### src/rtl/spart_pkg.sv
// Shared SPART definitions: serializer state encoding, default baud divisor, frame length.
// Frame length grows by one bit when SPART_TX_PARITY_EN is defined.
package spart_pkg;

    localparam int SPART_BAUD_DIV_DEFAULT = 434;

    typedef logic [2:0] spart_state_t;

    localparam spart_state_t ST_IDLE   = 3'd0;
    localparam spart_state_t ST_START  = 3'd1;
    localparam spart_state_t ST_DATA   = 3'd2;
    localparam spart_state_t ST_PARITY = 3'd3;
    localparam spart_state_t ST_STOP   = 3'd4;

    localparam int SPART_DATA_BITS = 8;
`ifdef SPART_TX_PARITY_EN
    localparam int SPART_FRAME_BITS = SPART_DATA_BITS + 3;
`else
    localparam int SPART_FRAME_BITS = SPART_DATA_BITS + 2;
`endif

endpackage

### src/rtl/spart_tx_queue_if.sv
// Producer-side bundle of the SPART transmit queue: enqueue request plus occupancy flags.
interface spart_tx_queue_if #(
    parameter int DEPTH  = 8,
    parameter int DATA_W = 8
);
    localparam int CNT_W = $clog2(DEPTH) + 1;

    logic              send;
    logic [DATA_W-1:0] tx_data;
    logic              full;
    logic              empty;
    logic [CNT_W-1:0]  count;

    modport master (output send, output tx_data, input full, input empty, input count);
    modport slave  (input send, input tx_data, output full, output empty, output count);
endinterface

### src/rtl/spart_tx_fifo.sv
// Circular byte queue with separately tracked occupancy; flags decode straight from the count.
module spart_tx_fifo #(
    parameter int DEPTH  = 8,
    parameter int DATA_W = 8
) (
    input  logic                       clk,
    input  logic                       rst_n,
    input  logic                       push_i,
    input  logic [DATA_W-1:0]          din_i,
    input  logic                       pop_i,
    output logic [DATA_W-1:0]          dout_o,
    output logic                       full_o,
    output logic                       empty_o,
    output logic [$clog2(DEPTH):0]     count_o
);
    localparam int PTR_W = $clog2(DEPTH);
    localparam int CNT_W = PTR_W + 1;

    logic [DATA_W-1:0] mem_q [DEPTH];
    logic [PTR_W-1:0]  wr_ptr_q, rd_ptr_q;
    logic [CNT_W-1:0]  count_q, count_d;
    logic              push_ok, pop_ok;

    // A push against a full queue is dropped even if a pop happens the same cycle.
    assign push_ok = push_i & ~full_o;
    assign pop_ok  = pop_i & ~empty_o;

    always_ff @(posedge clk) begin
        if (push_ok) mem_q[wr_ptr_q] <= din_i;
    end

    always_comb begin
        count_d = count_q;
        case ({push_ok, pop_ok})
            2'b10:   count_d = count_q + 1'b1;
            2'b01:   count_d = count_q - 1'b1;
            default: count_d = count_q;
        endcase
    end

    always_ff @(posedge clk or negedge rst_n) begin
        if (!rst_n) begin
            wr_ptr_q <= '0;
            rd_ptr_q <= '0;
            count_q  <= '0;
        end else begin
            if (push_ok) wr_ptr_q <= wr_ptr_q + 1'b1;
            if (pop_ok)  rd_ptr_q <= rd_ptr_q + 1'b1;
            count_q <= count_d;
        end
    end

    assign dout_o  = mem_q[rd_ptr_q];
    assign count_o = count_q;
    assign full_o  = (count_q == CNT_W'(DEPTH));
    assign empty_o = (count_q == '0);
endmodule

### src/rtl/spart_tx_queue.sv
// SPART transmit queue plus 8N1 serializer; SPART_TX_PARITY_EN adds an even-parity bit.
// Stop bit of one frame flows straight into the start bit of the next when bytes are waiting.
module spart_tx_queue
    import spart_pkg::*;
#(
    parameter int DEPTH    = 8,
    parameter int DATA_W   = 8,
    parameter int BAUD_DIV = SPART_BAUD_DIV_DEFAULT
) (
    input  logic             clk,
    input  logic             rst_n,
    spart_tx_queue_if.slave  bus,
    output logic             busy,
    output logic             tx
);
    localparam int BAUD_W = $clog2(BAUD_DIV);
    localparam int IDX_W  = (DATA_W > 1) ? $clog2(DATA_W) : 1;
    localparam logic [BAUD_W-1:0] BAUD_LOAD = BAUD_W'(BAUD_DIV - 1);
    localparam logic [IDX_W-1:0]  IDX_LAST  = IDX_W'(DATA_W - 1);

    logic [DATA_W-1:0] head;
    logic              pop;
    logic              fifo_empty;

    spart_state_t      state_q, state_d;
    logic [BAUD_W-1:0] baud_q, baud_d;
    logic [IDX_W-1:0]  idx_q, idx_d;
    logic [DATA_W-1:0] shift_q, shift_d;
    logic              tx_q, tx_d;
    logic              busy_q;
    logic              bit_end;
`ifdef SPART_TX_PARITY_EN
    logic              par_q, par_d;
`endif

    spart_tx_fifo #(.DEPTH(DEPTH), .DATA_W(DATA_W)) u_fifo (
        .clk     (clk),
        .rst_n   (rst_n),
        .push_i  (bus.send),
        .din_i   (bus.tx_data),
        .pop_i   (pop),
        .dout_o  (head),
        .full_o  (bus.full),
        .empty_o (fifo_empty),
        .count_o (bus.count)
    );
    assign bus.empty = fifo_empty;
    assign bit_end   = (baud_q == '0);

    always_comb begin
        state_d = state_q;
        baud_d  = baud_q;
        idx_d   = idx_q;
        shift_d = shift_q;
        tx_d    = tx_q;
        pop     = 1'b0;
`ifdef SPART_TX_PARITY_EN
        par_d   = par_q;
`endif
        case (state_q)
            ST_IDLE: begin
                tx_d = 1'b1;
                if (!fifo_empty) begin
                    pop     = 1'b1;
                    shift_d = head;
                    baud_d  = BAUD_LOAD;
                    state_d = ST_START;
                    tx_d    = 1'b0;
`ifdef SPART_TX_PARITY_EN
                    par_d   = ^head;
`endif
                end
            end
            ST_START: begin
                if (bit_end) begin
                    baud_d  = BAUD_LOAD;
                    idx_d   = '0;
                    state_d = ST_DATA;
                    tx_d    = shift_q[0];
                end else begin
                    baud_d = baud_q - 1'b1;
                end
            end
            ST_DATA: begin
                if (bit_end) begin
                    baud_d = BAUD_LOAD;
                    if (idx_q == IDX_LAST) begin
`ifdef SPART_TX_PARITY_EN
                        state_d = ST_PARITY;
                        tx_d    = par_q;
`else
                        state_d = ST_STOP;
                        tx_d    = 1'b1;
`endif
                    end else begin
                        idx_d   = idx_q + 1'b1;
                        shift_d = shift_q >> 1;
                        tx_d    = shift_d[0];
                    end
                end else begin
                    baud_d = baud_q - 1'b1;
                end
            end
`ifdef SPART_TX_PARITY_EN
            ST_PARITY: begin
                if (bit_end) begin
                    baud_d  = BAUD_LOAD;
                    state_d = ST_STOP;
                    tx_d    = 1'b1;
                end else begin
                    baud_d = baud_q - 1'b1;
                end
            end
`endif
            ST_STOP: begin
                if (bit_end) begin
                    baud_d = BAUD_LOAD;
                    // A waiting byte starts immediately so consecutive frames have no idle gap.
                    if (!fifo_empty) begin
                        pop     = 1'b1;
                        shift_d = head;
                        state_d = ST_START;
                        tx_d    = 1'b0;
`ifdef SPART_TX_PARITY_EN
                        par_d   = ^head;
`endif
                    end else begin
                        state_d = ST_IDLE;
                        tx_d    = 1'b1;
                    end
                end else begin
                    baud_d = baud_q - 1'b1;
                end
            end
            default: begin
                state_d = ST_IDLE;
                tx_d    = 1'b1;
            end
        endcase
    end

    always_ff @(posedge clk or negedge rst_n) begin
        if (!rst_n) begin
            state_q <= ST_IDLE;
            baud_q  <= '0;
            idx_q   <= '0;
            shift_q <= '0;
            tx_q    <= 1'b1;
            busy_q  <= 1'b0;
`ifdef SPART_TX_PARITY_EN
            par_q   <= 1'b0;
`endif
        end else begin
            state_q <= state_d;
            baud_q  <= baud_d;
            idx_q   <= idx_d;
            shift_q <= shift_d;
            tx_q    <= tx_d;
            busy_q  <= (state_d != ST_IDLE);
`ifdef SPART_TX_PARITY_EN
            par_q   <= par_d;
`endif
        end
    end

    assign tx   = tx_q;
    assign busy = busy_q;
endmodule
### src/flat_wrapper.sv
// flat-port wrapper written by rule: the top's interface ports become plain ports
module spart_tx_queue_flat import spart_pkg::*;
#(
    parameter int DEPTH    = 8,
    parameter int DATA_W   = 8,
    parameter int BAUD_DIV = SPART_BAUD_DIV_DEFAULT
)
  (clk, rst_n, busy, tx, bus_send, bus_tx_data, bus_full, bus_empty, bus_count);
  spart_tx_queue_if #(.DEPTH(DEPTH), .DATA_W(DATA_W)) bus_i ();
  input  logic clk;
  input  logic rst_n;
  output logic busy;
  output logic tx;
  input wire logic [$bits(bus_i.send)-1:0] bus_send;
  input wire logic [$bits(bus_i.tx_data)-1:0] bus_tx_data;
  output wire logic [$bits(bus_i.full)-1:0] bus_full;
  output wire logic [$bits(bus_i.empty)-1:0] bus_empty;
  output wire logic [$bits(bus_i.count)-1:0] bus_count;
  assign bus_i.send = bus_send;
  assign bus_i.tx_data = bus_tx_data;
  assign bus_full = bus_i.full;
  assign bus_empty = bus_i.empty;
  assign bus_count = bus_i.count;
  spart_tx_queue #(.DEPTH(DEPTH), .DATA_W(DATA_W), .BAUD_DIV(BAUD_DIV)) u_core (.clk(clk), .rst_n(rst_n), .bus(bus_i), .busy(busy), .tx(tx));
endmodule
### config.mk
export PLATFORM = sky130hd
export DESIGN_NAME = spart_tx_queue_flat
export DESIGN_NICKNAME = d
export VERILOG_FILES = /design/src/rtl/spart_pkg.sv /design/src/rtl/spart_tx_queue_if.sv /design/src/rtl/spart_tx_fifo.sv /design/src/rtl/spart_tx_queue.sv /design/src/flat_wrapper.sv
export SDC_FILE = /design/constraint.sdc
export NUM_CORES = 1
export LEC_CHECK = 0
export ABC_AREA = 1
export CAP_MARGIN = 10
export CELL_PAD_IN_SITES_DETAIL_PLACEMENT = 0
export CELL_PAD_IN_SITES_GLOBAL_PLACEMENT = 1
export CORE_UTILIZATION = 35
export CTS_CLUSTER_DIAMETER = 120
export DETAILED_ROUTE_END_ITERATION = 6
export DONT_BUFFER_PORTS = 1
export GPL_TIMING_DRIVEN = 0
export PLACE_DENSITY_LB_ADDON = 0.05
export SLEW_MARGIN = 10
export SYNTH_ARGS = -nofsm -noshare
export SYNTH_HDL_FRONTEND = slang
export SYNTH_SLANG_ARGS = --single-unit
export TNS_END_PERCENT = 50
### constraint.sdc
create_clock -name clk -period 3.2 [get_ports clk]
set_clock_uncertainty 0.1 [all_clocks]
set_input_delay 0.8 -clock clk [delete_from_list [all_inputs] [get_ports clk]]
set_output_delay 0.8 -clock clk [all_outputs]
set_load 0.005 [all_outputs]
==> results of run 1 <==
==> worst max path at each step <==
stage	startpoint	endpoint	slack (ns)
2_1_floorplan	u_core.baud_q[0]	u_core.u_fifo.count_o[2]	0.83
3_3_place_gp	u_core.u_fifo.count_o[1]	u_core.u_fifo.count_o[2]	0.42
3_5_place_dp	u_core.u_fifo.count_o[1]	u_core.u_fifo.count_o[2]	0.43
4_1_cts	u_core.u_fifo.count_o[1]	u_core.u_fifo.count_o[2]	0.42
5_1_grt	u_core.u_fifo.count_o[0]	u_core.u_fifo.count_o[2]	0.18
6_report	u_core.u_fifo.count_o[1]	u_core.u_fifo.count_o[2]	0.43
==> critical path: stages (launching register included) <==
cell and delay, ns:
dfrtp_1 0.46, nor2_1 0.18, nand3_1 0.23, nand2_1 0.16, inv_1 0.06, nand2_1 0.07
nand2_2 0.16, ha_1 0.29, xor2_1 0.18, ha_1 0.19, a21o_1 0.16, or2_2 0.27
nand3_1 0.06, o21ai_0 0.07
==> cells in the mapped netlist (all sizes together) <==
master	instances	area (um2)
nand2	158	608.1
nand3	71	380.4
edfxtp	64	1922
inv	43	161.4
nor2	35	175.2
dfrtp	34	850.8
o21ai	19	98.84
ha	9	112.6
buf	7	46.29
clkbuf	6	22.52
nand4	5	31.28
xor2	4	35.03
clkinv	2	8.750
nor3	2	10.01
or2	2	12.51
xnor2	2	17.52
a21o	1	7.510
a21oi	1	5.000
dfstp	1	26.28
o211ai	1	7.510
o22ai	1	6.260
o31ai	1	7.510
==> power by group through the flow <==
stage	clock, mW	sequential (mW)	combinational (mW)
floorplan	0	1.62	0.241
global placement	0	1.64	0.326
detailed placement	0	1.64	0.329
CTS	1.10	1.61	0.329
global route	1.14	1.63	0.381
finish	1.07	1.61	0.324
==> area by class of cell <==
cell class                 count  area [um2]
fill                        1267        7609
sequential                    99        2799
multi-input combinational    312        1515
clock buffer                   9       225.2
tap                          172       215.2
inverter                      45       170.2
clock inverter                 7       68.82
buffer                        13       68.82
==> routing by layer <==
layer	up-vias	GRT usage [%]	part of all wire [%]
met4	0	5.641	1.6
met3	12	3.713	2.7
met1	1409	21.78	48
met2	33	27.38	48
met5	-	0	0
li1	1574	-	-
==> flip-flops by register name, indices dropped and copies added, names as in the netlist <==
signal	flops
u_core.baud_q	9
u_core.busy	1
u_core.idx_q	3
u_core.shift_q	8
u_core.state_q	3
u_core.tx	1
u_core.u_fifo.count_o	4
u_core.u_fifo.mem_q	64
u_core.u_fifo.rd_ptr_q	3
u_core.u_fifo.wr_ptr_q	3
==> cells by family after synthesis <==
family,synth area share (%)
AOI/OAI and AO/OA,2.913
xor gates and xnor gates,1.154
adders and majority gates,2.473
buffers and inverters,5.248
DFF,61.47
and+or+nand+nor,26.74
==> stage by stage <==
step	setup WS [ns]	area [um2]	instances	power [mW]
2_1_floorplan	0.8301	4553	469	1.857
3_3_place_gp	0.4224	4768	641	1.963
3_5_place_dp	0.4325	4768	641	1.964
4_1_cts	0.4250	5062	657	3.042
5_1_grt	0.1817	5062	657	3.151
6_report	0.4287	5062	657	3.001
==> flow_metrics.env, run 1 <==
export IMPL_p_sw_share_pct=27.57
export IMPL_power_leakage_nw=2.160
export IMPL_drive_above_1_share_pct=9.691
export IMPL_grt_pass1_wl_um=16100
export IMPL_viasPerCell=4.609
export IMPL_cts_root_buf="clkbuf_16"
export IMPL_comb_power_share_pct=10.8
export IMPL_fin_util_pct=39.95
export IMPL_synth_avg_cell_area_um2=9.708
export IMPL_core_area_um2=12670
export IMPL_fin_nets=500
export IMPL_r2r_start="u_core.u_fifo.count_o[1]"
export IMPL_place_congestion=0.7428
export IMPL_worstPathRequired_ns=3.33
export IMPL_critPathLaunchType="flip-flop"
export IMPL_worst_path_max_fanout=9
export IMPL_cts_path_max_buffers=2
export IMPL_htreeDepth=3
export IMPL_num_antenna_cells=0
export IMPL_post_route_period_util_pct=86.60
export IMPL_worstSetupEndpointType="flip-flop"
export IMPL_std_cell_rows=41
export IMPL_syn_area_um2=4553
export IMPL_r2r_cells=13
export IMPL_setup_tns_ns=0
export IMPL_cts_resized=0
export IMPL_ir_drop_mv=0.5201
export IMPL_grt_pass1_vias=2965
export IMPL_wirelength_um=9936
export IMPL_die_w_um=116.1
export IMPL_drcViolationCount=0
export IMPL_clk_pin_slew_ns=0.08
export IMPL_rsz0062_at_grt="no"
export IMPL_hold_violations=0
export IMPL_wl_per_cell_um=15.12
export IMPL_overflow=0
export IMPL_ys_seq_area_share_pct=61.47
export IMPL_pin_count=19
export IMPL_setup_viol=0
export IMPL_status="complete, no violations"
export IMPL_synth_ff_latch_count=99
export IMPL_seqPwrFrac_pct=53.6
export IMPL_start_util_pct=35.93
export IMPL_worst_pin_slew_ns=0.9904
export IMPL_reg2reg_slack_ns=0.43
export IMPL_antenna_left=0
export IMPL_final_common_cell="nand2_1"
export IMPL_cts_tree="built"
export IMPL_die_h_um=116.1
export IMPL_postSynthCellCount=469
export IMPL_slew_violations=0
export IMPL_yosysWarnings=0
export IMPL_worstSetupPathType="reg -> reg"
export IMPL_portBuffers=0
export IMPL_hold_path_class="in -> async"
export IMPL_yosysUniqueCellTypes=33
export IMPL_maxCapViolations=0
export IMPL_intPower_mw=2.174
export IMPL_clock_fmax_mhz=360.8
export IMPL_power_switching_mw=0.8275
export IMPL_p_per_area_nw_per_um2=592.9
export IMPL_clk_latency_ns=0.35
export IMPL_hpwl_um=6752
export IMPL_clock_sinks=99
export IMPL_vias=3028
export IMPL_post_route_min_period_ns=2.771
export IMPL_cts_hold_buf=0
export IMPL_post_cts_setup_buffer_count=0
export IMPL_areaGrowthSynthToFinish_pct=11.18
export IMPL_drt_iter0_markers=185
export IMPL_first_pass_iters=4
export IMPL_timing_hold_ws_ns=0.03744
export IMPL_r2r_end="u_core.u_fifo.count_o[2]"
export IMPL_mostFrequentLayoutCells="nand2_1, nand3_1, edfxtp_1, inv_1, dfrtp_1"
export IMPL_grtUsageTotal_pct=16.67
export IMPL_cts_buffers=9
export IMPL_clockPowerShare_pct=35.6
export IMPL_synth_fp_nets=489
export IMPL_max_slew_margin_pct=33.73
export IMPL_grt_max_degree=36
export IMPL_critPathArrivalTime_ns=2.90
export IMPL_die_area_um2=13470
export IMPL_antenna_found_initial=0
No activity file was read; power rests on OpenSTA's default activity.
==> run 2: changes to the inputs <==
--- a/config.mk
+++ b/config.mk
@@ -5,7 +5,6 @@
 export SDC_FILE = /design/constraint.sdc
 export NUM_CORES = 1
 export LEC_CHECK = 0
-export ABC_AREA = 1
 export CAP_MARGIN = 10
 export CELL_PAD_IN_SITES_DETAIL_PLACEMENT = 0
 export CELL_PAD_IN_SITES_GLOBAL_PLACEMENT = 1
@@ -15,7 +14,8 @@
 export DONT_BUFFER_PORTS = 1
 export GPL_TIMING_DRIVEN = 0
 export PLACE_DENSITY_LB_ADDON = 0.05
-export SLEW_MARGIN = 10
+export REMOVE_ABC_BUFFERS = 1
+export SLEW_MARGIN = 40
 export SYNTH_ARGS = -nofsm -noshare
 export SYNTH_HDL_FRONTEND = slang
 export SYNTH_SLANG_ARGS = --single-unit
==> run 2 against run 1 <==
  * Synthesized area is 1.7% lower
  * Combinational power grew to 3.5 times the previous value
  * Register-to-register slack worse by 0.11 ns
  * First-iteration DRC count is 33% lower
  * Highest routed layer unchanged
==> flow_metrics.env, run 2 <==
export IMPL_worst_path_max_fanout=7
export IMPL_cts_buffers=9
export IMPL_ys_flop_type="edfxtp_1"
export IMPL_dp_cells=476
export IMPL_die_area_um2=13240
export IMPL_critPathLaunchType="flip-flop"
export IMPL_largest_reg_flops=64
export IMPL_grt_max_degree=36
export IMPL_fin_area_um2=4982
export IMPL_yosysMostFrequentCell="edfxtp_1"
export IMPL_drcViolationCount=0
export IMPL_hold_path_class="in -> async"
export IMPL_intPower_mw=2.900
export IMPL_rsz0062_at_grt="no"
export IMPL_cts_root_buf="clkbuf_16"
export IMPL_cts_path_max_buffers=2
export IMPL_post_route_period_util_pct=90.10
export IMPL_setup_viol=0
export IMPL_portBuffers=0
export IMPL_final_common_cell="edfxtp_1"
export IMPL_maxCapViolations=0
export IMPL_vias=2522
export IMPL_post_synth_top_area_cell="edfxtp_1"
export IMPL_fin_nets=341
export IMPL_antenna_left=0
export IMPL_critPathMaxStageDelay_ns=0.56
export IMPL_p_sw_share_pct=32.92
export IMPL_grt_pass1_vias=2439
export IMPL_timing_hold_ws_ns=0.04401
export IMPL_fin_ws_ns=0.3169
export IMPL_mostFrequentLayoutCells="edfxtp_1, dfrtp_1, mux2i_1, nor2_1, nand2_1"
export IMPL_clockPowerShare_pct=26.4
export IMPL_crit_chain="nor4_4 > or2_2 > a21o_2 > inv_1 > ha_1 > xor2_1 > ha_1 > a21oi_1 > xor2_1 > nor2_1 > xor2_1"
export IMPL_postSynthCellCount=325
export IMPL_reg_largest_list="u_core.u_fifo.mem_q (64), u_core.baud_q (9), u_core.shift_q (8)"
export IMPL_wirelength_um=9076
export IMPL_synth_area_top_cells="edfxtp_1, dfrtp_1, mux2i_1, ha_1, mux2_4"
export IMPL_first_pass_iters=4
export IMPL_hold_violations=0
export IMPL_viasPerCell=5.105
export IMPL_worstSetupPathType="reg -> reg"
export IMPL_power_leakage_nw=1.816
export IMPL_max_slew_margin_pct=52.00
export IMPL_place_congestion=0.6647
export IMPL_synth_avg_cell_area_um2=13.77
export IMPL_drt_iter0_markers=124
export IMPL_die_h_um=115.1
export IMPL_pin_count=19
export IMPL_r2r_end="u_core.u_fifo.count_o[2]"
export IMPL_grt_pass1_wl_um=14630
export IMPL_ir_drop_mv=0.5396
export IMPL_syn_area_um2=4474
export IMPL_clk_latency_ns=0.35
export IMPL_yosysWarnings=0
export IMPL_seqPwrFrac_pct=47.6
export IMPL_slew_violations=0
export IMPL_placed_area_um2=4631
export IMPL_grtUsageTotal_pct=15.44
export IMPL_setup_tns_ns=0
export IMPL_yosysTopAreaCellShare_pct=42.95
export IMPL_drive_above_1_share_pct=15.95
export IMPL_overflow=0
export IMPL_power_switching_mw=1.423
export IMPL_total_power_mw=4.323
export IMPL_critical_path_buf_inv_count=1
export IMPL_fin_util_pct=40.80
export IMPL_synthArstFlopShare_pct=35.35
export IMPL_ys_seq_area_share_pct=62.56
export IMPL_synth_ff_latch_count=99
export IMPL_cts_tree="built"
export IMPL_yosys_top_cells_count="edfxtp_1, dfrtp_1, mux2i_1"
export IMPL_wl_per_cell_um=18.37
export IMPL_hpwl_um=5749
export IMPL_worstPathRequired_ns=3.33
export IMPL_critPathArrivalTime_ns=3.01
export IMPL_die_w_um=115.1
export IMPL_comb_power_share_pct=26.0
export IMPL_stdcell_count=494
export IMPL_post_route_min_period_ns=2.883
export IMPL_p_per_area_nw_per_um2=867.7
export IMPL_yosysUniqueCellTypes=54
export IMPL_reg2reg_slack_ns=0.32
export IMPL_r2r_start="u_core.u_fifo.count_o[2]"
export IMPL_start_util_pct=36.64
export IMPL_status="complete, no violations"
export IMPL_top_register="u_core.u_fifo.mem_q"
export IMPL_antenna_found_initial=0
export IMPL_crit_family="simple AND/OR/NAND/NOR gates"
export IMPL_core_area_um2=12210
export IMPL_dp_slack_ns=-0.4980
export IMPL_clk_pin_slew_ns=0.07
export IMPL_r2r_cells=11
export IMPL_clock_fmax_mhz=346.9
export IMPL_crit_top_cell="xor2_1"
export IMPL_worst_pin_slew_ns=0.7177
export IMPL_fill_cells=1181
export IMPL_std_cell_rows=40
export IMPL_num_antenna_cells=0
export IMPL_crit_slowest_cell="nor4_4"
export IMPL_worstSetupEndpointType="flip-flop"
export IMPL_areaGrowthSynthToFinish_pct=11.35
export IMPL_htreeDepth=3
export IMPL_cts_hold_buf=0
export IMPL_clock_sinks=99
export IMPL_synth_edf_count=64
[run 2: cell type report]
cell class              instances  area (um2)  share of cell area (%)
clock buffers                   9       225.2                   4.520
inverters                       8       30.03                  0.6027
flip-flops and latches         99        2803                   56.25
repair buffers                  3       17.52                  0.3516
well taps                     168       210.2                   4.219
multi-input cells             200        1603                   32.17
clock inverters                 7       93.84                   1.883
[run 2: worst reg2reg max path: cells and delay by family (launching register included)]
| kind | cells | cell delay, ns |
|---|---|---|
| xor+xnor | 3 | 0.45 |
| flops | 1 | 0.50 |
| fa+ha+maj | 2 | 0.44 |
| compound gates | 2 | 0.32 |
| simple gates | 3 | 0.88 |
| buf+inv | 1 | 0.08 |
[run 2: cells by family (layout without fill, tap and decap cells)]
group | count (synthesis) | in the layout | synth area share (%)
compound gates | 63 | 63 | 10.15
fa+ha+maj | 9 | 9 | 2.517
flops | 99 | 99 | 62.56
xor+xnor | 10 | 10 | 1.957
mux | 42 | 42 | 11.07
buf+inv | 27 | 27 | 2.880
simple gates | 75 | 76 | 8.865
[run 2: per-layer routing]
| layer | GRT usage (%) | share of wire, % | vias to the layer above |
|---|---|---|---|
| li1 | - | - | 1238 |
| met1 | 20.97 | 49 | 1247 |
| met2 | 23.86 | 47 | 32 |
| met3 | 5.061 | 3.3 | 5 |
| met4 | 3.896 | 0.91 | 0 |
| met5 | 0 | 0 | - |
[run 2: what timing repair did]
action                                  in CTS  in global routing
endpoints found under the setup margin       3                  1
endpoints found under the hold margin        0                  0
buffers inserted                             1                  0
pin swaps                                    1                  1
gates cloned                                 1                  0
gates resized for setup                      1                  3
[run 2: how the worst max path moves through the flow]
stage	to	cells after the start	startpoint
after floorplan	u_core.u_fifo.count_o[2]	11	u_core.baud_q[5]
after global placement	u_core.u_fifo.count_o[2]	11	u_core.baud_q[5]
after detailed placement	u_core.u_fifo.count_o[2]	11	u_core.baud_q[5]
after CTS	u_core.u_fifo.count_o[2]	11	u_core.baud_q[5]
after global routing	u_core.u_fifo.count_o[2]	11	u_core.u_fifo.count_o[0]
final	u_core.u_fifo.count_o[2]	11	u_core.u_fifo.count_o[2]
[run 2: power groups by stage]
| stage | combinational (mW) | sequential [mW] | clock (mW) |
|---|---|---|---|
| 2_1_floorplan | 0.895 | 1.96 | 0 |
| 3_3_place_gp | 1.12 | 2.07 | 0 |
| 3_5_place_dp | 1.13 | 2.08 | 0 |
| 4_1_cts | 1.15 | 2.06 | 1.17 |
| 5_1_grt | 1.26 | 2.12 | 1.22 |
| 6_report | 1.13 | 2.06 | 1.14 |
==> patch (flow settings as in run 2) <==
The option `SPART_TX_PARITY_EN` is turned on by a define.
--- a/src/rtl/spart_pkg.sv
+++ b/src/rtl/spart_pkg.sv
@@ -2,2 +2,4 @@
 // Frame length grows by one bit when SPART_TX_PARITY_EN is defined.
+`define SPART_TX_PARITY_EN
+
 package spart_pkg;
Check against the original RTL: no difference found for any inputs over 10 cycles, from zero or initial values and one cycle with rst_n low; that may be too few to reach the edited logic, so the function may still have changed.
==> patch against run 2 <==
Total power up 4.9%; hold slack about the same; setup slack improved by 0.095 ns; sequential cell count up 1; sequential share of layout area increased by 0.97 points; non-clock buffer count increased by 1; design area shrank 0.85%; synthesized area fell by 0.78%; routed wire length is 11% lower; critical path depth stayed put; critical path type unchanged; largest cell class unchanged.
==> patch: results (changes against run 2) <==
metric,value,unit,change
status,"finished, final reports clean",,
synth_cell_type_count,41,,-24%
whs,0.04399,ns,-0.00001070 ns
vias,2344,,-7.1%
routed_wl,8122,um,-11%
grt_first_pass_wirelength,13210,um,-9.7%
cell_internal_pwr,3.059,mW,+5.5%
grt_usage,0.1393,,-0.01512
rrSetupSlack,0.41,ns,+0.10 ns
fin_nets,329,,-3.5%
ys_seq_area_frac,0.6361,,+0.01057
fin_crit_sh,0.8712,,-0.02974
dp_hpwl,5279,um,-8.2%
ir_worst_vdd,0.0004256,V,-21%
drtIter0Drc,110,,-11%
wl_met3,261,um,-12%
wl_met2,3891,um,-8.7%
grt_max_degree,37,,+2.8%
dpl.cell_count,464,,-2.5%
placed_cell_area,0.004612,mm^2,-0.41%
finalPower,4.536,mW,+4.9%
leakage,1.763,nW,-2.9%
m1WireLength,3840,um,-13%
grt_pass1_vias,2424,,-0.62%
vias_per_cell,4.863,,-4.7%
async_flop_share,0.3600,,+0.006465
synth_cells,305,,-6.2%
fillers,1176,,-0.42%
pwr-share-comb,0.301,,+0.041
-- patch: changes by cell type in the layout (fill, tap and decap cells not counted), moves of 7 or more --
cell,change
mux2i_1,-21
nand2_1,+15
mux4_2,+10
a31oi_1,-9
o22ai_1,-9
o21ai_1,+7
-- patch: layout make-up --
cell class / count / area, um^2 / share of cell area
flip-flops and latches: 100 / 2826 / 0.5722
multi-input cells: 188 / 1545 / 0.3128
clock buffers: 10 / 229.0 / 0.04635
well taps: 168 / 210.2 / 0.04255
clock inverters: 6 / 76.32 / 0.01545
repair buffers: 4 / 30.03 / 0.006079
inverters: 6 / 22.52 / 0.004559
-- patch: worst max-delay path, delay by kind of cell, from the launching register on --
family,cells,cell delay [ns]
AND/OR/NAND/NOR,3,0.65
AO/OA/AOI/OAI,2,0.41
flip-flops,1,0.42
XOR/XNOR,3,0.40
buffers and inverters,1,0.20
adder cells (fa/ha/maj),2,0.49
-- patch: cell families (layout without fill, tap and decap cells) --
family | count (synthesis) | after routing | synth area share
and+or+nand+nor | 89 | 89 | 0.09245
DFF | 100 | 100 | 0.6361
adders and majority gates | 9 | 9 | 0.02537
xor gates and xnor gates | 16 | 16 | 0.03157
buffers and inverters | 17 | 26 | 0.02368
muxes | 37 | 37 | 0.1435
AOI/OAI and AO/OA | 37 | 37 | 0.04735
-- patch: what timing repair did --
| action | 4_1_cts | 5_1_grt |
|---|---|---|
| pin swaps | 0 | 1 |
| resized for setup | 1 | 0 |
| endpoints found under the setup margin | 1 | 3 |
| buffers inserted | 0 | 2 |
-- patch: layer usage --
layer | vias up | track usage
met2 | 28 | 0.2214
met1 | 1167 | 0.1795
li1 | 1140 | -
met3 | 9 | 0.04076
met4 | 0 | 0.05455
met5 | - | 0
